**config.mk**
```make
export PLATFORM = sky130hd
export DESIGN_NAME = mouse_cond
export DESIGN_NICKNAME = d
export VERILOG_FILES = /design/src/rtl/mouse_cond.sv
export SDC_FILE = /design/constraint.sdc
export NUM_CORES = 1
export LEC_CHECK = 0
export ABC_AREA = 1
export BUFFER_PORTS_ARGS = -buffer_cell sky130_fd_sc_hd__buf_2
export CORE_MARGIN = 10
export CORE_UTILIZATION = 46
export DETAILED_ROUTE_END_ITERATION = 6
export GPL_ROUTABILITY_DRIVEN = 0
export PLACE_DENSITY = 0.76
export REMOVE_ABC_BUFFERS = 1
export SYNTH_ARGS = -nofsm -noshare
export SYNTH_HDL_FRONTEND = slang
export SYNTH_SLANG_ARGS = --single-unit
export TNS_END_PERCENT = 50
```
**constraint.sdc**
```tcl
create_clock -name clk -period 1.8 [get_ports clk]
set_clock_uncertainty 0.05 [all_clocks]
set_input_delay 0.18 -clock clk [delete_from_list [all_inputs] [get_ports clk]]
set_output_delay 0.18 -clock clk [all_outputs]
set_load 0.05 [all_outputs]
```
**src/rtl/mouse_cond.sv**
```systemverilog
// mouse_cond: conditions PS/2 mouse controller outputs for the game logic.
// Synchronises the position and button inputs, passes a position through only
// when it has held for two samples, clamps it to the screen bounds, debounces
// the buttons, and raises a valid/ready shot event carrying the cursor position
// captured at each left click.
// Optional build macro MOUSE_COND_SHOT_CNT_EN adds the saturating shot_cnt output.
module mouse_cond #(
   parameter int XW              = 12,
   parameter int YW              = 12,
   parameter int SYNC_STAGES     = 2,
   parameter int X_MAX           = 1023,
   parameter int Y_MAX           = 767,
   parameter int DEBOUNCE_CYCLES = 65000
) (
   input  logic          clk,
   input  logic          rst_n,
   input  logic [XW-1:0] xpos_in,
   input  logic [YW-1:0] ypos_in,
   input  logic          left_in,
   input  logic          right_in,
   input  logic          ovr_clr,
   input  logic          shot_ready,
   output logic [XW-1:0] xpos_out,
   output logic [YW-1:0] ypos_out,
   output logic          left_out,
   output logic          right_out,
   output logic          left_press,
   output logic          shot_valid,
   output logic [XW-1:0] shot_x,
   output logic [YW-1:0] shot_y,
   output logic          shot_ovr
`ifdef MOUSE_COND_SHOT_CNT_EN
   ,
   output logic [15:0]   shot_cnt
`endif
);

   localparam int CNT_W = (DEBOUNCE_CYCLES > 2) ? $clog2(DEBOUNCE_CYCLES) : 1;
   localparam logic [CNT_W-1:0] CNT_LAST = CNT_W'(DEBOUNCE_CYCLES - 1);

   typedef enum logic {IDLE, PENDING} state_t;

   logic [XW-1:0]    x_sync [SYNC_STAGES];
   logic [YW-1:0]    y_sync [SYNC_STAGES];
   logic [1:0]       btn_sync [SYNC_STAGES];
   logic [XW-1:0]    x_prev;
   logic [YW-1:0]    y_prev;
   logic [XW-1:0]    x_last;
   logic [YW-1:0]    y_last;
   logic [1:0]       btn_last;
   logic [1:0]       btn_deb;
   logic [CNT_W-1:0] deb_cnt [2];
   state_t           state;

   // Unsigned clamp of the x axis to the visible screen width.
   function automatic logic [XW-1:0] clamp_x(input logic [XW-1:0] v);
      if (v > XW'(X_MAX))
         return XW'(X_MAX);
      return v;
   endfunction

   // Unsigned clamp of the y axis to the visible screen height.
   function automatic logic [YW-1:0] clamp_y(input logic [YW-1:0] v);
      if (v > YW'(Y_MAX))
         return YW'(Y_MAX);
      return v;
   endfunction

   assign x_last    = x_sync[SYNC_STAGES-1];
   assign y_last    = y_sync[SYNC_STAGES-1];
   assign btn_last  = btn_sync[SYNC_STAGES-1];
   assign left_out  = btn_deb[0];
   assign right_out = btn_deb[1];

   // Synchroniser chains for every input bit; bit 0 of the button chain is left.
   always_ff @(posedge clk) begin
      if (!rst_n) begin
         for (int i = 0; i < SYNC_STAGES; i++) begin
            x_sync[i]   <= '0;
            y_sync[i]   <= '0;
            btn_sync[i] <= '0;
         end
      end else begin
         x_sync[0]   <= xpos_in;
         y_sync[0]   <= ypos_in;
         btn_sync[0] <= {right_in, left_in};
         for (int i = 1; i < SYNC_STAGES; i++) begin
            x_sync[i]   <= x_sync[i-1];
            y_sync[i]   <= y_sync[i-1];
            btn_sync[i] <= btn_sync[i-1];
         end
      end
   end

   // Stability filter: an axis only updates when two consecutive synced samples agree,
   // so a bus caught mid-transition in the synchroniser never reaches the output.
   always_ff @(posedge clk) begin
      if (!rst_n) begin
         x_prev   <= '0;
         y_prev   <= '0;
         xpos_out <= '0;
         ypos_out <= '0;
      end else begin
         x_prev <= x_last;
         y_prev <= y_last;
         if (x_last == x_prev)
            xpos_out <= clamp_x(x_last);
         if (y_last == y_prev)
            ypos_out <= clamp_y(y_last);
      end
   end

   // Debounce both buttons; a level must disagree for DEBOUNCE_CYCLES consecutive
   // cycles before it is accepted. left_press fires on the same edge left_out rises.
   always_ff @(posedge clk) begin
      if (!rst_n) begin
         btn_deb    <= '0;
         deb_cnt[0] <= '0;
         deb_cnt[1] <= '0;
         left_press <= 1'b0;
      end else begin
         for (int b = 0; b < 2; b++) begin
            if (btn_last[b] == btn_deb[b]) begin
               deb_cnt[b] <= '0;
            end else if (deb_cnt[b] == CNT_LAST) begin
               btn_deb[b] <= ~btn_deb[b];
               deb_cnt[b] <= '0;
            end else begin
               deb_cnt[b] <= deb_cnt[b] + CNT_W'(1);
            end
         end
         left_press <= (btn_last[0] != btn_deb[0]) && (deb_cnt[0] == CNT_LAST) && !btn_deb[0];
      end
   end

   // Shot FSM: captures the cursor on a click and holds it until the consumer accepts;
   // a click arriving while a shot is still unaccepted is dropped and flagged sticky.
   always_ff @(posedge clk) begin
      if (!rst_n) begin
         state      <= IDLE;
         shot_valid <= 1'b0;
         shot_x     <= '0;
         shot_y     <= '0;
         shot_ovr   <= 1'b0;
      end else begin
         // A lost press in this cycle takes priority over the clear request.
         if ((state == PENDING) && left_press && !shot_ready)
            shot_ovr <= 1'b1;
         else if (ovr_clr)
            shot_ovr <= 1'b0;

         case (state)
            IDLE: begin
               if (left_press) begin
                  shot_x     <= xpos_out;
                  shot_y     <= ypos_out;
                  shot_valid <= 1'b1;
                  state      <= PENDING;
               end
            end
            PENDING: begin
               if (shot_ready && left_press) begin
                  shot_x <= xpos_out;
                  shot_y <= ypos_out;
               end else if (shot_ready) begin
                  shot_valid <= 1'b0;
                  state      <= IDLE;
               end
            end
            default: begin
               shot_valid <= 1'b0;
               state      <= IDLE;
            end
         endcase
      end
   end

`ifdef MOUSE_COND_SHOT_CNT_EN
   logic [15:0] shot_cnt_q;
   assign shot_cnt = shot_cnt_q;

   // Count accepted shot handshakes, saturating at all-ones.
   always_ff @(posedge clk) begin
      if (!rst_n)
         shot_cnt_q <= '0;
      else if (shot_valid && shot_ready && (shot_cnt_q != 16'hFFFF))
         shot_cnt_q <= shot_cnt_q + 16'd1;
   end
`endif

endmodule

```
==> metrics.txt <==
flop2flop setup slack=180 ps; area post-placement=7376 µm²; Final WS setup=184.0 ps; ANT nets after route=0; Place WS=167.2 ps; kind of critical path=flop to flop; commonest non-fill, non-tap cell in the layout=nand2_1; Leak=4.405 nW; core area=13990 µm²; clock slew at reported path FFs=60 ps; final worst path period share=0.8978; total routed wirelength=12910 µm; max cap viols=0; reg-to-reg critical path endpoint=deb_cnt[1][8]; Worst Hold Class=input port to flop; most frequent cells in the layout=nand2_1, inv_1, dfxtp_1, nor2_1, buf_2; DIE WIDTH=140.0 µm; CP startpoint kind=flop; power density cells=1002 nW/µm²; CTS tree=done; Layout area overhead=24.77%; share of layout cells above drive strength 1=0.1377; DR vias=5223; CP peak stage delay=450 ps; post-DR wirelength/cell=10.66 µm; top_reg_cell synth=dfxtp_1; outcome=finished, final reports clean; num ports=83; # rows=43; Multi-input gate area=2331 µm²; Max Freq=618.8 MHz; Top delay family on crit path=simple AND/OR/NAND/NOR gates; Syn Inst Count=866; initial antenna violation count=0; Synth Warn #=0; CTS HTree Levels=4; fraction of registers with async set/reset=0; vias in the first global route=5085; Hold Startpoint=rst_n; CP Capture Type=flop; Seq/Total Area, Yosys=0.5382; Hold EP=btn_sync[0][1]; gr ovfl total=0; finished layout cell area=8262 µm²; die area=19590 µm²; Pre-antenna DRT Iters=4; Synth cell types=33; mapped cell area=6621 µm²; fin crit period=1616 ps; Total Power=8.279 mW; root buf cell=clkbuf_16; Sink Count=162; Residual DRC=0; via density per instance=4.313; layout filler cell count=1254; final core utilization=0.5906; Mean Syn Cell Area=7.646 µm²; Worst-Skew Late Latency=420 ps; Seq cells post-synth=162; CP bufs+invs=1; hpwl dp=9344 µm; Worst R2R Start=deb_cnt[1][3]; Worst Path Max Fanout=11; max-slew violations=0; sequential cell area=3563 µm²; endpoints failing setup=0; PortBufs=82; cell depth of the worst min-delay path=3; largest net degree at the start of global routing=51; GR Util All Layers=0.1356; first-pass GRT wire length=22420 µm; Antenna diodes=0; Bufs on Longest Clock Path=2; Post-synth EDFFs=32; Final nets=1050; worst path cell trace=nor3_1, nand4_1, nand2_1, buf_4, nor2_1; worst hold slack=57.39 ps; die height=140.0 µm; Worst Path Required=1920 ps; IR Drop Worst-Case VDD=0.8006 mV; final hold violations=0; Num CTS Buffers=17; Worst path slowest cell=edfxtp_1; Initial DRC Count=242; arrival time of the worst setup path=1730 ps; r2r worst-path depth=5; Initial Util=0.4733
flip-flops by register name, indices dropped and copies added, names as in the netlist:
signal and cells:
shot_x 12, left_press 1, xpos_out 12, ypos_out 12, x_sync 24, btn_sync 4, y_prev 12, state 1
shot_y 12, shot_ovr 1, btn_deb 2, deb_cnt 32, shot_valid 1, y_sync 24, x_prev 12
power by group:
group / internal, mW / switching [mW] / total, mW
Clock: 2.23 / 1.34 / 3.58
Sequential: 3.84 / 0.0842 / 3.93
Combinational: 0.267 / 0.510 / 0.777
Total: 6.34 / 1.94 / 8.28
cells in the mapped netlist, types with 3 or more instances:
cell,n,area (µm²)
nor2_1,97,364.1
a31oi_1,3,18.77
nor3_2,3,30.03
clkbuf_1,7,26.28
buf_2,12,60.06
edfxtp_1,32,960.9
xnor2_1,13,113.9
nand4_1,16,100.1
inv_1,187,701.9
nor3_1,6,30.03
nand3_1,33,165.2
dfxtp_1,130,2603
xor2_1,10,87.58
nand2_1,229,859.6
buf_1,3,11.26
a21oi_1,31,155.2
o21ai_0,30,150.1
worst max-delay path by stage:
stage                          to  depth (start not counted)  slack [ps]     startpoint
finish              deb_cnt[1][8]                          5         180  deb_cnt[1][3]
global route        deb_cnt[0][5]                          9        -0.2  deb_cnt[0][0]
CTS                 deb_cnt[0][2]                          9         160  deb_cnt[0][0]
detailed placement  deb_cnt[1][2]                          7         170  deb_cnt[1][0]
global placement    deb_cnt[0][2]                          9         230  deb_cnt[0][0]
floorplan               shot_x[0]                          4          -9     left_press
tightest hold or removal path, delay by kind of cell:
kind / cells / cell delay, ps
buf+inv: 2 / 220
simple gates: 1 / 80
area by class of cell:
type                            count  area share
Timing Repair Buffer              128      0.1003
Clock inverter                      8     0.01181
Clock buffer                       24     0.06088
Sequential cell                   162      0.4313
Multi-Input combinational cell    519      0.2821
Inverter                          190     0.08632
Tap cell                          180     0.02726
metal layers:
| metal | track usage | vias up | wire length (µm) |
|---|---|---|---|
| met2 | 0.2232 | 97 | 5972 |
| met4 | 0.05380 | 0 | 270 |
| met3 | 0.03989 | 23 | 578 |
| met1 | 0.1627 | 2243 | 6086 |
| met5 | 0 | - | 0 |
| li1 | - | 2860 | - |
what timing repair did:
item,4_1_cts,5_1_grt
setup endpoints to repair,0,6
resized for setup,0,1
hold buffers,28,0
buffers inserted,0,0
endpoints found under the hold margin,28,0
metrics by stage:
| step | instances | TNS, ps |
|---|---|---|
| floorplan | 871 | -175.8 |
| global placement | 1151 | 0 |
| detailed placement | 1151 | 0 |
| CTS | 1211 | 0 |
| global route | 1211 | -0.1585 |
| finish | 1211 | 0 |
logic make-up (layout without fill, tap and decap cells):
logic type / Yosys count / in the layout / share of synthesized area
AND/OR/NAND/NOR: 397 / 397 / 0.2489
buffers and inverters: 216 / 350 / 0.1281
flip-flops: 162 / 162 / 0.5382
AO/OA/AOI/OAI: 65 / 65 / 0.05008
XOR/XNOR: 23 / 23 / 0.03042
adder cells (fa/ha/maj): 2 / 2 / 0.003779
other: 1 / 32 / 0.0005663
No activity file was read; power rests on OpenSTA's default activity.
